### config.mk
export PLATFORM = sky130hd
export DESIGN_NAME = bus_rcv_fifo
export DESIGN_NICKNAME = d
export VERILOG_FILES = /design/src/rtl/bus_rcv_fifo.sv
export SDC_FILE = /design/constraint.sdc
export NUM_CORES = 1
export LEC_CHECK = 0
export CORE_MARGIN = 1
export CORE_UTILIZATION = 65
export CTS_BUF_LIST = sky130_fd_sc_hd__clkbuf_16
export DETAILED_ROUTE_END_ITERATION = 10
export DONT_BUFFER_PORTS = 1
export GPL_ROUTABILITY_DRIVEN = 0
export MAX_ROUTING_LAYER = met4
export PLACE_DENSITY_LB_ADDON = 0.12
export SLEW_MARGIN = 30
export SYNTH_ARGS = -nofsm -noshare
export SYNTH_HDL_FRONTEND = slang
export SYNTH_SLANG_ARGS = --single-unit
### constraint.sdc
create_clock -name CLK -period 7 [get_ports CLK]
set_clock_uncertainty 0.2 [all_clocks]
set_input_delay 1.05 -clock CLK [delete_from_list [all_inputs] [get_ports CLK]]
set_output_delay 1.05 -clock CLK [all_outputs]
set_load 0.02 [all_outputs]
### src/rtl/bus_rcv_fifo.sv
// Bus receiver: synchronizes STB_N, acknowledges with a four-phase ACK_N handshake and buffers words in a FIFO.
// Optional odd-parity checking is enabled by defining BUS_RCV_FIFO_PARITY_EN.
module bus_rcv_fifo #(
   parameter int WIDTH       = 8,
   parameter int DEPTH       = 4,
   parameter int SYNC_STAGES = 2
) (
   input  logic                     CLK,
   input  logic                     RESET_N,
   input  logic [WIDTH-1:0]         BUS_IN,
   input  logic                     BUS_PAR,
   input  logic                     STB_N,
   output logic                     ACK_N,
   output logic [WIDTH-1:0]         OUT_DATA,
   output logic                     OUT_VALID,
   input  logic                     OUT_RD,
   output logic [$clog2(DEPTH):0]   COUNT,
   output logic                     FULL,
   output logic                     PAR_ERR,
   input  logic                     ERR_CLR
);

   localparam int AW = $clog2(DEPTH);
   localparam int CW = AW + 1;

   typedef enum logic [0:0] {
      ST_IDLE = 1'b0,
      ST_HOLD = 1'b1
   } state_t;

   logic [SYNC_STAGES-1:0] sync_r;
   logic                   stb_s;
   state_t                 state_r;
   state_t                 state_nxt_s;
   logic                   ack_n_r;
   logic                   ack_n_nxt_s;
   logic                   wr_en_s;
   logic                   rd_en_s;
   logic [AW-1:0]          wr_ptr_r;
   logic [AW-1:0]          rd_ptr_r;
   logic [CW-1:0]          count_r;
   logic [CW-1:0]          count_nxt_s;
   logic                   full_r;
   logic                   valid_r;
   logic                   par_err_r;
   logic                   par_err_nxt_s;
   logic [WIDTH-1:0]       mem_r [DEPTH];

`ifdef BUS_RCV_FIFO_PARITY_EN
   // Odd parity holds when the XOR over parity bit and data is 1.
   function automatic logic odd_parity_ok(input logic [WIDTH:0] word);
      return ^word;
   endfunction
`endif

   assign stb_s     = ~sync_r[SYNC_STAGES-1];
   assign rd_en_s   = OUT_RD & valid_r;
   assign ACK_N     = ack_n_r;
   assign COUNT     = count_r;
   assign FULL      = full_r;
   assign OUT_VALID = valid_r;
   assign PAR_ERR   = par_err_r;
   assign OUT_DATA  = mem_r[rd_ptr_r];

   // Handshake FSM: one capture per strobe, gated by the registered full flag.
   always_comb begin
      state_nxt_s = state_r;
      ack_n_nxt_s = ack_n_r;
      wr_en_s     = 1'b0;
      case (state_r)
         ST_IDLE: begin
            if (stb_s && !full_r) begin
               wr_en_s     = 1'b1;
               ack_n_nxt_s = 1'b0;
               state_nxt_s = ST_HOLD;
            end else begin
               ack_n_nxt_s = 1'b1;
               state_nxt_s = ST_IDLE;
            end
         end
         ST_HOLD: begin
            if (!stb_s) begin
               ack_n_nxt_s = 1'b1;
               state_nxt_s = ST_IDLE;
            end else begin
               ack_n_nxt_s = 1'b0;
               state_nxt_s = ST_HOLD;
            end
         end
         default: begin
            ack_n_nxt_s = 1'b1;
            state_nxt_s = ST_IDLE;
         end
      endcase
   end

   // Occupancy update; a simultaneous write and read leaves the count unchanged.
   always_comb begin
      count_nxt_s = count_r;
      case ({wr_en_s, rd_en_s})
         2'b10:   count_nxt_s = count_r + CW'(1);
         2'b01:   count_nxt_s = count_r - CW'(1);
         default: count_nxt_s = count_r;
      endcase
   end

   // Sticky parity error; a failing capture wins over a simultaneous clear.
   always_comb begin
      par_err_nxt_s = par_err_r;
`ifdef BUS_RCV_FIFO_PARITY_EN
      if (wr_en_s && !odd_parity_ok({BUS_PAR, BUS_IN})) begin
         par_err_nxt_s = 1'b1;
      end else if (ERR_CLR) begin
         par_err_nxt_s = 1'b0;
      end else begin
         par_err_nxt_s = par_err_r;
      end
`else
      par_err_nxt_s = 1'b0;
`endif
   end

`ifndef BUS_RCV_FIFO_PARITY_EN
   logic unused_s;
   assign unused_s = BUS_PAR ^ ERR_CLR;
`endif

   // Control state: synchronizer, FSM, pointers and status flags.
   always_ff @(posedge CLK) begin
      if (!RESET_N) begin
         sync_r    <= {SYNC_STAGES{1'b1}};
         state_r   <= ST_IDLE;
         ack_n_r   <= 1'b1;
         wr_ptr_r  <= {AW{1'b0}};
         rd_ptr_r  <= {AW{1'b0}};
         count_r   <= {CW{1'b0}};
         full_r    <= 1'b0;
         valid_r   <= 1'b0;
         par_err_r <= 1'b0;
      end else begin
         sync_r    <= {sync_r[SYNC_STAGES-2:0], STB_N};
         state_r   <= state_nxt_s;
         ack_n_r   <= ack_n_nxt_s;
         count_r   <= count_nxt_s;
         full_r    <= (count_nxt_s == CW'(DEPTH));
         valid_r   <= (count_nxt_s != {CW{1'b0}});
         par_err_r <= par_err_nxt_s;
         if (wr_en_s) begin
            wr_ptr_r <= wr_ptr_r + AW'(1);
         end else begin
            wr_ptr_r <= wr_ptr_r;
         end
         if (rd_en_s) begin
            rd_ptr_r <= rd_ptr_r + AW'(1);
         end else begin
            rd_ptr_r <= rd_ptr_r;
         end
      end
   end

   // Storage array; contents after reset are don't-care so it carries no reset.
   always_ff @(posedge CLK) begin
      if (RESET_N && wr_en_s) begin
         mem_r[wr_ptr_r] <= BUS_IN;
      end
   end

endmodule
== Yosys cells after proc, flatten, opt, wreduce, memory -nomap -nowiden ==
Memory sizes are Yosys's and may differ from the RTL's. A register that Yosys moved wholly into a read port is not among the register bits.
Index checks and enable logic that the tools add are counted.

* Register bits: 13
* Bits in writable memories: 32
* Output and inout bits: 15
* Logic and storage cells: 35
* Memories: 1

* $add $sub $neg: 4
* Eq/ne operators: 3
* Multiplexer cells: 12
* Bitwise logic cells: 3
* Reduce and logical (&&, ||, !) cells: 4

{| class="wikitable"
|+ Memory list
! memory !! depth !! width !! rd ports !! clocked after Yosys merged registers in !! wr ports !! RTL line !! source
|-
| mem_r || 4 || 8 || 1 || 1 || 1 || 47 || <nowiki>logic [WIDTH-1:0] mem_r [DEPTH];</nowiki>
|}

{| class="wikitable"
|+ Operators with widths
! operator !! count
|-
| $mux W1 || 7
|-
| $pmux W3 S2 || 1
|-
| $add A2 B1 Y2 const B || 2
|-
| $mux W2 || 2
|-
| $pmux W1 S2 || 2
|-
| $add A3 B1 Y3 const B || 1
|-
| $eq A3 B3 Y1 const B || 1
|-
| $reduce_bool A3 Y1 || 1
|-
| $sub A3 B1 Y3 const B || 1
|-
| $eq A2 B1 Y1 const B || 1
|-
| $eq A2 B2 Y1 const B || 1
|-
| $logic_and A1 B1 Y1 || 2
|-
| $not A1 Y1 || 2
|-
| $and A1 B1 Y1 || 1
|-
| $logic_not A1 Y1 || 1
|}

== Longest topological paths before layout ==
Gate-level depths: netlist of run 1.

* Depth in word-level cells: 7
* Gate-level depth with buffers: 7
* Mapped depth without buffers: 7

== Worst setup path before layout of run 1 ==
OpenSTA, ideal clock, no wires.

* Kind: input to register
* From: input OUT_RD
* To: register valid_r, in the netlist OUT_VALID
* Data arrival time: 2496 ps
* Data required time: 6685 ps
* Path slack: 4190 ps
* Stages on the path: 6
* Buffers on the path: 0
* Cells stage by stage: and2_1 -> ha_1 -> fa_1 -> xor2_1 -> mux2_1 -> o21a_1

* Word-level cells in the longest chain between the ends: 4

{| class="wikitable"
|+ RTL lines
! item !! RTL line !! source
|-
| from (decl) || 16 || <nowiki>input logic OUT_RD,</nowiki>
|-
| $and A1 B1 Y1 * || 57 || <nowiki>assign rd_en_s = OUT_RD & valid_r;</nowiki>
|-
| $eq A2 B1 Y1 or $eq A2 B2 Y1 (tied branches) || 100 || <nowiki>case ({wr_en_s, rd_en_s})</nowiki>
|-
| $pmux W3 S2 * || 100 ||
|-
| $reduce_bool A3 Y1 * || 146 || <nowiki>valid_r <= (count_nxt_s != {CW{1'b0}});</nowiki>
|-
| to (signal assigned) || 146 ||
|-
| to (decl) || 44 || <nowiki>logic valid_r;</nowiki>
|}

Every way passes the cells marked *; elsewhere a longest branch is shown, timed or not.
A chain may end at the register's enable or synchronous reset.

==> results.py, run 1 <==
metrics = {
    "yosys": {
        "synth_top_area_cell": "edfxtp_1",
        "synth-seq-cells": 47,
        "synth-seq-area-share_pct": 68.02,
        "synth_fp_nets": 132,
        "postSynthAreaPerCell_um2": 16.56,
        "yosysTopAreaCellShare_pct": 51.82,
        "postSynthCellCount": 112,
        "synthTopCellsByArea": "edfxtp_1 (52%), dfxtp_1 (16%), mux4_2 (9.7%)",
        "netlist-cell-type-count": 27,
        "synth_area_um2": 1854,
        "yosys_warnings": 0,
    },
    "worst_setup_path": {
        "worstSetupPathType": "reg -> out",
        "cp-end-kind": "primary output",
        "arrival_ns": 1.59,
        "path_max_fanout": 8,
        "cp.depth": 1,
        "required_ns": 5.75,
        "crit_path_top_delay_cell": "mux4_2",
        "reg2reg_from": "FULL",
        "cp_num_buf_inv": 0,
        "reg2reg_depth": 7,
        "critPathTopFamily": "multiplexers",
        "timing.rr.end": "OUT_VALID",
        "slowest_delay_ns": 0.66,
        "crit_path_start_kind": "flop",
        "cp_cell_sequence": "mux4_2",
        "regToRegSetupSlack_ns": 4.51,
    },
    "sta": {
        "hold_viol": 0,
        "fin_crit_ns": 2.841,
        "finalMaxSlewViolations": 0,
        "slew_headroom_pct": 64.29,
        "rsz0062_at_grt": "false",
        "post-route-period-util_pct": 40.58,
        "setup_tns_ns": 0,
        "tightestPinTransition_ns": 0.5349,
        "setup_violations": 0,
        "max_freq_mhz": 352.0,
    },
    "hold_path": {
        "hold_depth": 1,
        "hp-class": "reg -> reg",
        "hold_start": "sync_r[0]",
        "hold_end": "sync_r[1]",
    },
    "power_and_ir_drop": {
        "seqPwrFrac_pct": 51.4,
        "p_switching_w": 0.0001294,
        "switching_share_pct": 20.71,
        "power_density_nw_per_um2": 309.0,
        "ir_drop_mv": 0.2889,
        "p_clk_share_pct": 41.1,
        "power_w": 0.0006248,
        "power_leakage_nw": 0.7088,
        "pwr-share-comb_pct": 7.5,
        "power.internal_w": 0.0004954,
    },
    "layout": {
        "layout-drive-gt1-share_pct": 14.78,
        "multiInputGateArea_um2": 535.5,
        "final_cell_mix": "edfxtp_1 (32), dfxtp_1 (15), and2_1 (8), mux4_2 (8), inv_1 (6)",
        "syn_to_final_growth_pct": 9.042,
        "finalNonFillerCells": 146,
        "seqCellArea_um2": 1261,
        "fin_area_um2": 2022,
        "nNetsFinal": 134,
        "antennaDiodeCount": 0,
        "final_common_cell": "edfxtp_1",
        "fill_cells": 166,
    },
    "route": {
        "routedWlPerCell_um": 16.38,
        "wl_mm": 2.392,
        "via_per_inst": 5.651,
        "drtAntennaViolNets": 0,
        "drt_iter0_markers": 12,
        "vias": 825,
        "drcViolationCount": 0,
        "drt-pass1-iter-count": 4,
    },
    "placed_design": {
        "post_dp_cell_area_um2": 1858,
        "io_buffers": 0,
        "dp_hpwl_mm": 1.704,
        "dp.cells": 138,
    },
    "die": {
        "rows": 19,
        "ios": 29,
        "coreArea_um2": 2734,
        "design.die.area_um2": 3070,
        "chipHeight_um": 55.41,
        "die_x_um": 55.41,
        "start_util_pct": 67.83,
    },
    "flow_run": {
        "max-cap-violations": 0,
    },
    "global_routing": {
        "grt_antenna_before_repair": 0,
        "grt_max_degree": 15,
        "grt_pass1_vias": 847,
        "grt_pass1_wl_mm": 3.926,
        "overflow": 0,
        "grtUsageTotal_pct": 18.33,
    },
    "clock_network": {
        "post_cts_buffers": 0,
        "hold_buffers": 0,
        "cts_resized": 0,
        "cts.path.max_buffers": 2,
        "htree_levels": 2,
        "clock_latency_ns": 0.28,
        "clk_pin_slew_ns": 0.06,
        "cts-buffers-inserted": 5,
        "cts_root_buffer": "clkbuf_16",
        "clock_sinks": 47,
        "cts_tree": "done",
    },
    "run_status": {
        "status": "completed",
    },
}
-- logic make-up after synthesis --
family	synth area share [%]
buffers and inverters	3.103
and+or+nand+nor	9.042
other	0.2022
DFF	68.02
muxes	11.40
adders and majority gates	4.453
xor gates and xnor gates	2.362
AOI/OAI and AO/OA	1.417
-- stage by stage --
step / hold WS (ns) / setup slack, ns / util [%]
floorplan: 0.1863 / 4.190 / -
global placement: 0.1951 / 4.117 / 67.96
detailed placement: 0.2025 / 4.067 / 67.96
CTS: 0.2178 / 4.113 / 73.96
global route: 0.2516 / 4.060 / 73.96
finish: 0.2156 / 4.159 / 73.96
-- synthesized netlist by cell type, drive strengths merged --
cell and number:
mux2i 2, edfxtp 32, a21oi 2, conb 1, fa 1, nor3 2
o21a 1, nand3 2, nor2 2, nand2b 5, xnor2 4, mux4 8
clkbuf 2, xor2 1, ha 5, and2 8, nor2b 4, buf 3
nand2 2, dfxtp 15, mux2 1, a21o 1, inv 6, nor3b 2
-- power by group through the flow --
stage / Clock [W] / Combinational [W] / Sequential, W
6_report: 0.000257 / 0.0000470 / 0.000321
5_1_grt: 0.000270 / 0.0000517 / 0.000323
4_1_cts: 0.000261 / 0.0000473 / 0.000322
3_5_place_dp: 0 / 0.0000472 / 0.000327
3_3_place_gp: 0 / 0.0000455 / 0.000327
2_1_floorplan: 0 / 0.0000492 / 0.000322
-- registers in the layout, indices dropped and copies added, names as in the netlist, named ones only --
| name | count |
|---|---|
| mem_r | 32 |
| COUNT | 3 |
| rd_ptr_r | 2 |
| sync_r | 2 |
| wr_ptr_r | 2 |
| ACK_N | 1 |
| FULL | 1 |
| OUT_VALID | 1 |
| state_r | 1 |
-- layer usage --
layer	track usage, %	share of wire (%)	vias to the layer above
li1	-	-	401
met1	20.37	43	399
met2	28.40	49	20
met3	8.197	6.2	5
met4	8.571	1.5	0
met5	-	0	-
-- layout make-up --
type                       count  share of cell area (%)
clock buffer                   5                   6.188
multi-input combinational     54                   26.49
tap                           31                   1.918
clock inverter                 3                   1.918
inverter                       6                   1.114
sequential                    47                   62.38
-- worst max-delay path by stage --
stage / to / slack (ns) / from
5_1_grt: OUT_DATA[7] / 4.06 / flop
3_5_place_dp: OUT_VALID / 4.07 / OUT_RD
6_report: OUT_DATA[5] / 4.16 / flop
2_1_floorplan: OUT_VALID / 4.19 / OUT_RD
3_3_place_gp: OUT_VALID / 4.12 / OUT_RD
4_1_cts: OUT_DATA[5] / 4.11 / flop
Power figures use the tool's default switching activity.
==> run 2: changes to the inputs <==
- ABC_AREA: default -> 1
- CORE_UTILIZATION: 65 -> 61
- clock period: 7 -> 2.7 ns (I/O delays scaled with it)
==> results.py, run 2 <==
metrics = {
    "run_status": {
        "status": "finished, violations left",
        "violations": "DRC",
    },
    "global_routing": {
        "grt_antenna_before_repair": 0,
        "overflow": 0,
        "grt_pass1_wl_mm": 4.761,
        "grt_pass1_vias": 1015,
        "grt_max_degree": 18,
        "grtUsageTotal_pct": 21.79,
    },
    "sta": {
        "whs_ns": 0.01821,
        "tightestPinTransition_ns": 0.5629,
        "setup_violations": 0,
        "slew_headroom_pct": 62.42,
        "setup_tns_ns": 0,
        "post-route-period-util_pct": 84.83,
        "rsz0062_at_grt": "false",
        "max_freq_mhz": 436.6,
        "finalMaxSlewViolations": 0,
        "fin_ws_ns": 0.4095,
        "fin_crit_ns": 2.290,
        "hold_viol": 0,
    },
    "layout": {
        "nNetsFinal": 180,
        "top_register": "mem_r",
        "final_common_cell": "edfxtp_1",
        "syn_to_final_growth_pct": 12.15,
        "final_cell_mix": "edfxtp_1 (32), nor2_1 (24), inv_1 (16), o21ai_0 (16), dfxtp_1 (15)",
        "largest_reg_flops": 32,
        "layout-drive-gt1-share_pct": 11.80,
        "fin_area_um2": 2044,
        "antennaDiodeCount": 0,
        "fill_cells": 181,
        "fin_util_pct": 72.88,
    },
    "clock_network": {
        "clock_sinks": 47,
        "post_cts_buffers": 0,
        "cts_root_buffer": "clkbuf_16",
        "cts_tree": "done",
        "clock_latency_ns": 0.28,
        "cts_resized": 0,
        "cts-buffers-inserted": 5,
        "hold_buffers": 0,
        "htree_levels": 2,
        "clk_pin_slew_ns": 0.06,
        "cts.path.max_buffers": 2,
    },
    "yosys": {
        "synth_edf_count": 32,
        "synth_fp_nets": 172,
        "yosysTopAreaCellShare_pct": 52.71,
        "async_reset_ff_share_pct": 0,
        "postSynthAreaPerCell_um2": 11.99,
        "synth_common_cells": "edfxtp_1 (32), nor2_1 (24), inv_1 (16), o21ai_0 (16), dfxtp_1 (15)",
        "netlist-cell-type-count": 23,
        "postSynthCellCount": 152,
        "synthTopCellsByArea": "edfxtp_1 (53%), dfxtp_1 (16%), nor2_1 (4.9%)",
        "yosys_warnings": 0,
        "synth-seq-area-share_pct": 69.18,
        "synth_most_common_cell": "edfxtp_1",
        "synth_top_area_cell": "edfxtp_1",
        "synth_top_flop_cell": "edfxtp_1",
        "synth-seq-cells": 47,
        "synth_area_um2": 1823,
    },
    "placed_design": {
        "dp_hpwl_mm": 1.996,
        "io_buffers": 0,
        "place_ws_ns": 0.4229,
        "post_dp_cell_area_um2": 1862,
    },
    "die": {
        "ios": 29,
        "die_x_um": 56.67,
        "coreArea_um2": 2805,
        "start_util_pct": 64.99,
        "design.die.area_um2": 3211,
        "rows": 19,
        "chipHeight_um": 56.67,
    },
    "worst_setup_path": {
        "arrival_ns": 2.26,
        "timing.rr.end": "OUT_VALID",
        "reg2reg_depth": 9,
        "endpoint": "OUT_VALID",
        "regToRegSetupSlack_ns": 0.41,
        "startpoint": "FULL",
        "cp-end-kind": "flop",
        "required_ns": 2.67,
        "worstSetupPathType": "reg -> reg",
        "crit_path_start_kind": "flop",
        "reg2reg_from": "FULL",
        "path_max_fanout": 5,
    },
    "power_and_ir_drop": {
        "switching_share_pct": 25.65,
        "power_density_nw_per_um2": 869.7,
        "p_switching_w": 0.0004561,
        "power_leakage_nw": 0.7681,
        "ir_drop_mv": 0.5394,
        "seqPwrFrac_pct": 49.2,
        "pwr-share-comb_pct": 11.8,
        "power.internal_w": 0.001322,
        "p_clk_share_pct": 39.0,
    },
    "flow_run": {
        "max-cap-violations": 0,
    },
    "route": {
        "vias": 1058,
        "wl_mm": 2.982,
        "drcViolationCount": 5,
        "via_per_inst": 5.510,
        "routedWlPerCell_um": 15.53,
        "drt-pass1-iter-count": 7,
        "drtAntennaViolNets": 0,
        "drt_iter0_markers": 47,
    },
    "hold_path": {
        "hp-class": "in -> reg",
    },
}
[run 2: cell count changes after synthesis, moves of 9 or more]
cell / change
inv_1: +10
nand2_1: +9
nor2_1: +22
o21ai_0: +16
[run 2: layout make-up]
class                      count  area (um^2)  area share, %
sequential                    47         1261          61.69
timing repair buffer           4        30.03          1.469
tap                           31        38.79          1.897
inverter                      17        63.81          3.121
clock buffer                   7        175.2          8.568
multi-input combinational     85        467.9          22.89
clock inverter                 1        7.507         0.3672
[run 2: power by group through the flow]
stage	clock network [W]	logic, W	registers [W]
after global routing	0.000737	0.000234	0.000880
after CTS	0.000704	0.000208	0.000875
final	0.000694	0.000210	0.000874
after detailed placement	0	0.000206	0.000890
after floorplan	0	0.000193	0.000871
after global placement	0	0.000198	0.000887
[run 2: critical path, stage by stage (launching register included)]
cell and delay [ns]:
dfxtp_1 0.46, inv_1 0.13, nand2_1 0.18, ha_1 0.24, fa_1 0.42, or2_1 0.22, o21ai_0 0.10, nand2_1 0.13
nand2_1 0.08, nand2_1 0.04
[run 2: cells by family after synthesis]
| group | count (synthesis) | synth area share [%] |
|---|---|---|
| flops | 47 | 69.18 |
| compound gates | 33 | 10.16 |
| other cells | 1 | 0.2057 |
| fa+ha+maj | 6 | 4.530 |
| buf+inv | 20 | 5.148 |
| simple gates | 43 | 9.815 |
| xor+xnor | 2 | 0.9611 |
[run 2: per-stage QoR]
step	power, W	std cells
floorplan	0.001064	152
global placement	0.001085	184
detailed placement	0.001097	184
CTS	0.001788	192
global route	0.001852	192
finish	0.001778	192
[run 2: how the worst min path moves through the flow]
stage                          from          end  slack (ns)  cells after the start
final                     BUS_IN[4]  mem_r[3][4]        0.02                      0
after detailed placement  sync_r[0]    sync_r[1]        0.20                      1
after global routing      BUS_IN[2]  mem_r[2][2]       0.005                      0
after global placement    sync_r[0]    sync_r[1]        0.20                      1
after floorplan           sync_r[0]    sync_r[1]        0.19                      1
after CTS                 BUS_IN[5]  mem_r[0][5]        0.02                      0
[run 2: routing by layer]
layer	vias up	track usage [%]	wire length, um
met5	-	-	0
met4	0	6.429	35
met3	4	8.295	168
met2	26	34.86	1475
met1	496	25.71	1302
li1	532	-	-
